--- config.mk ---
export PLATFORM = sky130hd
export DESIGN_NAME = sifh_peak_window
export DESIGN_NICKNAME = d
export VERILOG_FILES = /design/src/rtl/sifh_peak_window_pkg.sv /design/src/rtl/sifh_peak_window_max_finder.sv /design/src/rtl/sifh_peak_window.sv
export SDC_FILE = /design/constraint.sdc
export NUM_CORES = 1
export LEC_CHECK = 0
export CORE_ASPECT_RATIO = 1.1
export CORE_UTILIZATION = 45
export CTS_BUF_LIST = sky130_fd_sc_hd__clkbuf_16
export CTS_CLUSTER_DIAMETER = 30
export DETAILED_ROUTE_END_ITERATION = 10
export HOLD_SLACK_MARGIN = 0.02
export PLACE_DENSITY = 0.74
export SETUP_SLACK_MARGIN = 0.05
export SYNTH_ARGS = -nofsm -noshare
export SYNTH_HDL_FRONTEND = slang
export SYNTH_SLANG_ARGS = --single-unit
export TNS_END_PERCENT = 10
--- constraint.sdc ---
create_clock -name clk -period 5.96 [get_ports clk]
set_input_delay 0.894 -clock clk [delete_from_list [all_inputs] [get_ports clk]]
set_output_delay 0.894 -clock clk [all_outputs]
set_load 0.005 [all_outputs]
--- src/rtl/sifh_peak_window_pkg.sv ---
// Shared widths and FSM encoding for the SiFH coarse peak finder / window generator.
package sifh_peak_window_pkg;

    localparam int SIFH_NP = 16;
    localparam int SIFH_NB = 4;
    localparam int SIFH_CW = 12;

    typedef enum logic [2:0] {
        ST_IDLE    = 3'd0,
        ST_ACCUM   = 3'd1,
        ST_SCAN    = 3'd2,
        ST_CALC    = 3'd3,
        ST_PRESENT = 3'd4,
        ST_FINE    = 3'd5
    } sifh_state_t;

endpackage

--- src/rtl/sifh_peak_window_max_finder.sv ---
// Purpose: sequential argmax over a stream of (index, value) pairs; index 0 restarts the search.
// Latency: result for the last pair is valid one cycle after it is presented.
// Backpressure: none; consumes one pair per enabled cycle.
module sifh_max_finder #(
    parameter int NB = 4,
    parameter int CW = 12
) (
    input  logic          clk,
    input  logic          rst_n,
    input  logic          en,
    input  logic [NB-1:0] idx,
    input  logic [CW-1:0] val,
    output logic [CW-1:0] max_val,
    output logic [NB-1:0] max_idx
);

    // Strict greater-than keeps the lowest index on ties.
    always_ff @(posedge clk or negedge rst_n) begin
        if (!rst_n) begin
            max_val <= '0;
            max_idx <= '0;
        end else if (en) begin
            if (idx == '0 || val > max_val) begin
                max_val <= val;
                max_idx <= idx;
            end
        end
    end

endmodule

--- src/rtl/sifh_peak_window.sv ---
// Purpose: coarse-pass histogram, peak scan and fine-pass window generation (SIFH_GUARD_BIN_EN widens window by one bin each side).
// Latency: frame_done to win_valid is 2^NB+2 cycles.
// Backpressure: window held with win_valid high until win_ready; fine pass starts the cycle after.
module sifh_peak_window
    import sifh_peak_window_pkg::*;
#(
    parameter int NP = SIFH_NP,
    parameter int NB = SIFH_NB,
    parameter int CW = SIFH_CW
) (
    input  logic          clk,
    input  logic          rst_n,
    input  logic          start,
    input  logic          bin_valid,
    input  logic [NB-1:0] bin_idx,
    input  logic          frame_done,
    input  logic          fine_done,
    output logic          win_valid,
    input  logic          win_ready,
    output logic [NP-1:0] th_minus,
    output logic [NP-1:0] th_positive,
    output logic [NP-1:0] delta,
    output logic          his_num,
    output logic          peak_hit,
    output logic          busy
);

    localparam int NBINS = 1 << NB;
    localparam int SH    = NP - NB;
    localparam logic [NB-1:0] BIN_ONE = NB'(1);
    localparam logic [CW-1:0] CNT_ONE = CW'(1);

    sifh_state_t state_q, state_d;

    logic [CW-1:0] cnt [NBINS];
    logic [NB-1:0] scan_idx;
    logic          scan_last;
    logic          clr;
    logic [CW-1:0] max_val;
    logic [NB-1:0] max_idx;
    logic [NB-1:0] lo_bin, hi_bin;
    logic [NP-1:0] lo_c, hi_c;

    assign scan_last = (scan_idx == '1);
    assign clr       = start && (state_q == ST_IDLE || state_q == ST_FINE);

    always_ff @(posedge clk or negedge rst_n) begin
        if (!rst_n) state_q <= ST_IDLE;
        else        state_q <= state_d;
    end

    always_comb begin
        state_d = state_q;
        case (state_q)
            ST_IDLE:    if (start)      state_d = ST_ACCUM;
            ST_ACCUM:   if (frame_done) state_d = ST_SCAN;
            ST_SCAN:    if (scan_last)  state_d = ST_CALC;
            ST_CALC:                    state_d = ST_PRESENT;
            ST_PRESENT: if (win_ready)  state_d = ST_FINE;
            ST_FINE: begin
                if (start)          state_d = ST_ACCUM;
                else if (fine_done) state_d = ST_IDLE;
            end
            default:                    state_d = ST_IDLE;
        endcase
    end

    // A hit arriving with frame_done still lands because ACCUM is the current state.
    always_ff @(posedge clk or negedge rst_n) begin
        if (!rst_n) begin
            for (int i = 0; i < NBINS; i++) cnt[i] <= '0;
        end else if (clr) begin
            for (int i = 0; i < NBINS; i++) cnt[i] <= '0;
        end else if (state_q == ST_ACCUM && bin_valid && cnt[bin_idx] != '1) begin
            cnt[bin_idx] <= cnt[bin_idx] + CNT_ONE;
        end
    end

    always_ff @(posedge clk or negedge rst_n) begin
        if (!rst_n)                 scan_idx <= '0;
        else if (state_q != ST_SCAN) scan_idx <= '0;
        else                        scan_idx <= scan_idx + BIN_ONE;
    end

    sifh_max_finder #(
        .NB (NB),
        .CW (CW)
    ) u_max (
        .clk     (clk),
        .rst_n   (rst_n),
        .en      (state_q == ST_SCAN),
        .idx     (scan_idx),
        .val     (cnt[scan_idx]),
        .max_val (max_val),
        .max_idx (max_idx)
    );

    // Window bounds are whole coarse bins, so they are just the bin index with zero/one fill.
    always_comb begin
`ifdef SIFH_GUARD_BIN_EN
        lo_bin = (max_idx == '0) ? '0 : max_idx - BIN_ONE;
        hi_bin = (max_idx == '1) ? max_idx : max_idx + BIN_ONE;
`else
        lo_bin = max_idx;
        hi_bin = max_idx;
`endif
        lo_c = {lo_bin, {SH{1'b0}}};
        hi_c = {hi_bin, {SH{1'b1}}};
    end

    always_ff @(posedge clk or negedge rst_n) begin
        if (!rst_n) begin
            th_minus    <= '0;
            th_positive <= '0;
            delta       <= '0;
            peak_hit    <= 1'b0;
        end else if (state_q == ST_CALC) begin
            if (max_val == '0) begin
                th_minus    <= '0;
                th_positive <= '1;
                delta       <= '0;
                peak_hit    <= 1'b0;
            end else begin
                th_minus    <= lo_c;
                th_positive <= hi_c;
                delta       <= lo_c;
                peak_hit    <= 1'b1;
            end
        end
    end

    assign win_valid = (state_q == ST_PRESENT);
    assign his_num   = (state_q == ST_FINE);
    assign busy      = (state_q != ST_IDLE);

endmodule

==> qor.csv <==
stage;metric;value;unit
grt;global route overflow;0;
final_layout;most common cell after layout, fill and taps aside;dfrtp_1;
clock_tree;TritonCTS clock tree;yes;
final_layout;synthesis-to-layout area growth;16.6;%
hold_path;HP Class;in -> async;
clock_tree;latest clock arrival within the worst-skew pair;550;ps
timing;period utilisation layout;0.766;
power_and_ir_drop;total power;5410;µW
timing;Worst-Margin Slew;1080;ps
timing;Period minus WS final;4560;ps
timing;setup_tns;0;ps
placement;post-DP HPWL;22.5;mm
grt;initial antenna violation count;0;
die;Starting Density;0.460;
logic_synthesis;Yosys top cell by area;dfrtp_1;
flow_run;MaxCap Viol Count;0;
grt;met1 Track Usage GR;0.307;
timing;fmax;0.219;GHz
final_layout;Final Net Count;1225;
clock_tree;CTS root buf;clkbuf_16;
logic_synthesis;EDFF count, synth;0;
routing;post-DR vias/cell;6.13;
die;core area;28900;µm²
setup_path;Worst Setup End Kind;flop;
die;# rows;65;
status;outcome;complete, but fails checks;
logic_synthesis;post-synth cell types;60;
timing;worst rel slew slack;0.279;
power_and_ir_drop;Max VDD drop;0.351;mV
clock_tree;clock sinks;225;
die;IO Count;63;
routing;drc violations;9;
clock_tree;Post-CTS Setup Inserts;0;
logic_synthesis;Cell Area, Synth;13300;µm²
setup_path;CP Launch Type;flop;
die;die height;182;µm
logic_synthesis;register area share after synthesis;0.423;
grt;first-pass GRT wire length;57.3;mm
final_layout;layout cells sized above 1;0.194;
timing;Clock Skew;13.3;ps
clock_tree;Clock Path Buffers;3;
timing;RSZ-0062 raised after global routing;no;
timing;Pins Over Slew Limit;0;
setup_path;CP required;6390;ps
final_layout;most frequent cells in the layout;dfrtp_1, nand2_1, mux2i_1;
setup_path;Crit Path Class;reg -> reg;
routing;DR WL/cell;22.3;µm
routing;DR pass1 iterations;8;
timing;final hold violations;0;
placement;Placer Congestion;0.862;
logic_synthesis;Synth Register Bits;225;
clock_tree;CTS Hold Buffers Added;0;
final_layout;diode count;0;
routing;Routed WL;35.8;mm
setup_path;CP arrival;4990;ps
logic_synthesis;ys async rst share;1.00;
logic_synthesis;Synth Instances;1182;
clock_tree;Num CTS Buffers;51;
setup_path;reg2reg setup slack;1400;ps
routing;post-route ant nets;0;
logic_synthesis;dominant cells by area after synthesis;dfrtp_1, mux2i_1, mux4_2;
clock_tree;clk slew on worst S/H paths;40;ps
setup_path;Crit Path Max Fanout;15;
die;Die X;166;µm
final_layout;Fill cells;2390;
placement;placed cells;1514;
clock_tree;Resize count post-CTS;0;
grt;largest net degree at the start of global routing;185;
logic_synthesis;ys flop type;dfrtp_1;
grt;vias in the first global route;10100;
logic_synthesis;area share of the largest cell type after synthesis;0.423;
die;Die ar.;30200;µm²
routing;DR vias;9846;
power_and_ir_drop;PD cells;349;nW/µm²
final_layout;Post-Layout Cell Count;1607;
grt;met3 Usage GRT;0.0473;
status;violated checks;DRC;
timing;# setup viols final;0;
grt;met2 Track Usage GR;0.403;
clock_tree;number of H-tree levels;2;
grt;gr busiest metal;met2;
placement;PortBufs;38;
grt;global-route usage over all layers;0.244;
logic_synthesis;Syn. warnings;0;
power_and_ir_drop;Static Leak;0.00695;µW
logic_synthesis;Mean Syn Cell Area;11.2;µm²
routing;Initial DRC Count;894;
-- flip-flops by register name, summed over array words and instances, names as in the netlist --
name / cells
scan_idx: 4
peak_hit: 1
delta: 4
th_positive: 5
u_max.max_val: 12
u_max.max_idx: 4
cnt: 192
state_q: 3
-- power breakdown --
part	total, µW	internal, µW	switching (µW)	leakage [µW]
Combinational	905	368	537	0.00298
Clock	2760	1890	878	0.000861
Sequential	1740	1620	123	0.00311
Total	5410	3880	1540	0.00695
-- synth_stat cells (3+ instances only) --
cell / n
dfrtp_1: 225
nand2_1: 216
mux2i_1: 204
mux4_2: 71
buf_4: 54
clkbuf_1: 52
a22oi_1: 29
o21ai_0: 25
mux2_2: 23
nor2_1: 21
inv_1: 20
a21oi_1: 19
ha_1: 15
a221oi_1: 13
buf_2: 12
nor2b_1: 12
nand2b_1: 10
nand3_1: 10
o211ai_1: 10
a32o_1: 9
buf_1: 9
o21ai_1: 8
and2_1: 7
nor2_4: 6
o31ai_1: 6
or2_2: 6
xnor2_1: 6
a211oi_1: 5
a22o_1: 5
nor3_1: 5
o21a_1: 5
o311ai_1: 5
or3_1: 5
a21o_1: 4
buf_6: 4
nor3b_1: 4
o22a_1: 4
xor2_1: 4
nand4_1: 3
nor4_1: 3
o21ba_2: 3
o22ai_1: 3
-- worst paths after layout --
kind                                  startpoint                            to  depth (start not counted)
hold reg to reg             peak_hit$_DFFE_PN0P_          peak_hit$_DFFE_PN0P_                          2
setup / recovery           scan_idx[1]$_DFF_PN0_  u_max.max_val[2]$_DFFE_PN0P_                         15
max in group asynchronous                  rst_n         scan_idx[0]$_DFF_PN0_                          2
setup reg to reg           scan_idx[1]$_DFF_PN0_  u_max.max_val[2]$_DFFE_PN0P_                         15
hold / removal                             rst_n           cnt[50]$_DFFE_PN0P_                          1
min in group clk            peak_hit$_DFFE_PN0P_          peak_hit$_DFFE_PN0P_                          2
-- critical path, cell delays in order, from the launching register on --
cell and delay [ps]:
dfrtp_1 870, nand2_1 570, o21ai_0 370, a21oi_1 100
o21ai_0 200, inv_1 60, a221oi_1 590, ha_1 270
nor2b_1 50, o21a_1 160, o21a_1 160, o21ai_0 140
a31oi_1 130, o21bai_1 200, buf_4 210, mux2_2 350
-- cell type report --
cell class	instances	area (µm²)	area share
Multi-Input combinational cell	829	6970	0.449
Sequential cell	225	5630	0.363
Clock buffer	51	1280	0.0823
Timing Repair Buffer	72	671	0.0432
Tap cell	368	460	0.0297
Clock inverter	42	427	0.0275
Inverter	20	75.1	0.00484
-- logic make-up after synthesis --
| kind of cell | Yosys count | synth area share |
|---|---|---|
| AOI/OAI and AO/OA | 164 | 0.0893 |
| other | 1 | 0.000282 |
| and+or+nand+nor | 317 | 0.110 |
| xor gates and xnor gates | 10 | 0.00659 |
| buffers and inverters | 151 | 0.0613 |
| DFF | 225 | 0.423 |
| muxes | 299 | 0.295 |
| adders and majority gates | 15 | 0.0141 |
-- per-stage QoR --
stage                     instance area [µm²]  worst slack, ps  hold slack [ps]  utilization
after detailed placement                13800             1040              475        0.478
after global placement                  13800             1130              465        0.478
final                                   15500             1400              489        0.537
after floorplan                         13400             1790              468            -
after CTS                               15500             1540              501        0.537
after global routing                    15500             1170              512        0.537
-- per-layer routing --
metal	share of wire	vias up
li1	-	4294
met1	0.39	4994
met2	0.49	449
met3	0.079	109
met4	0.044	0
met5	0	-
Note: power is estimated with default switching activity, not from simulation.
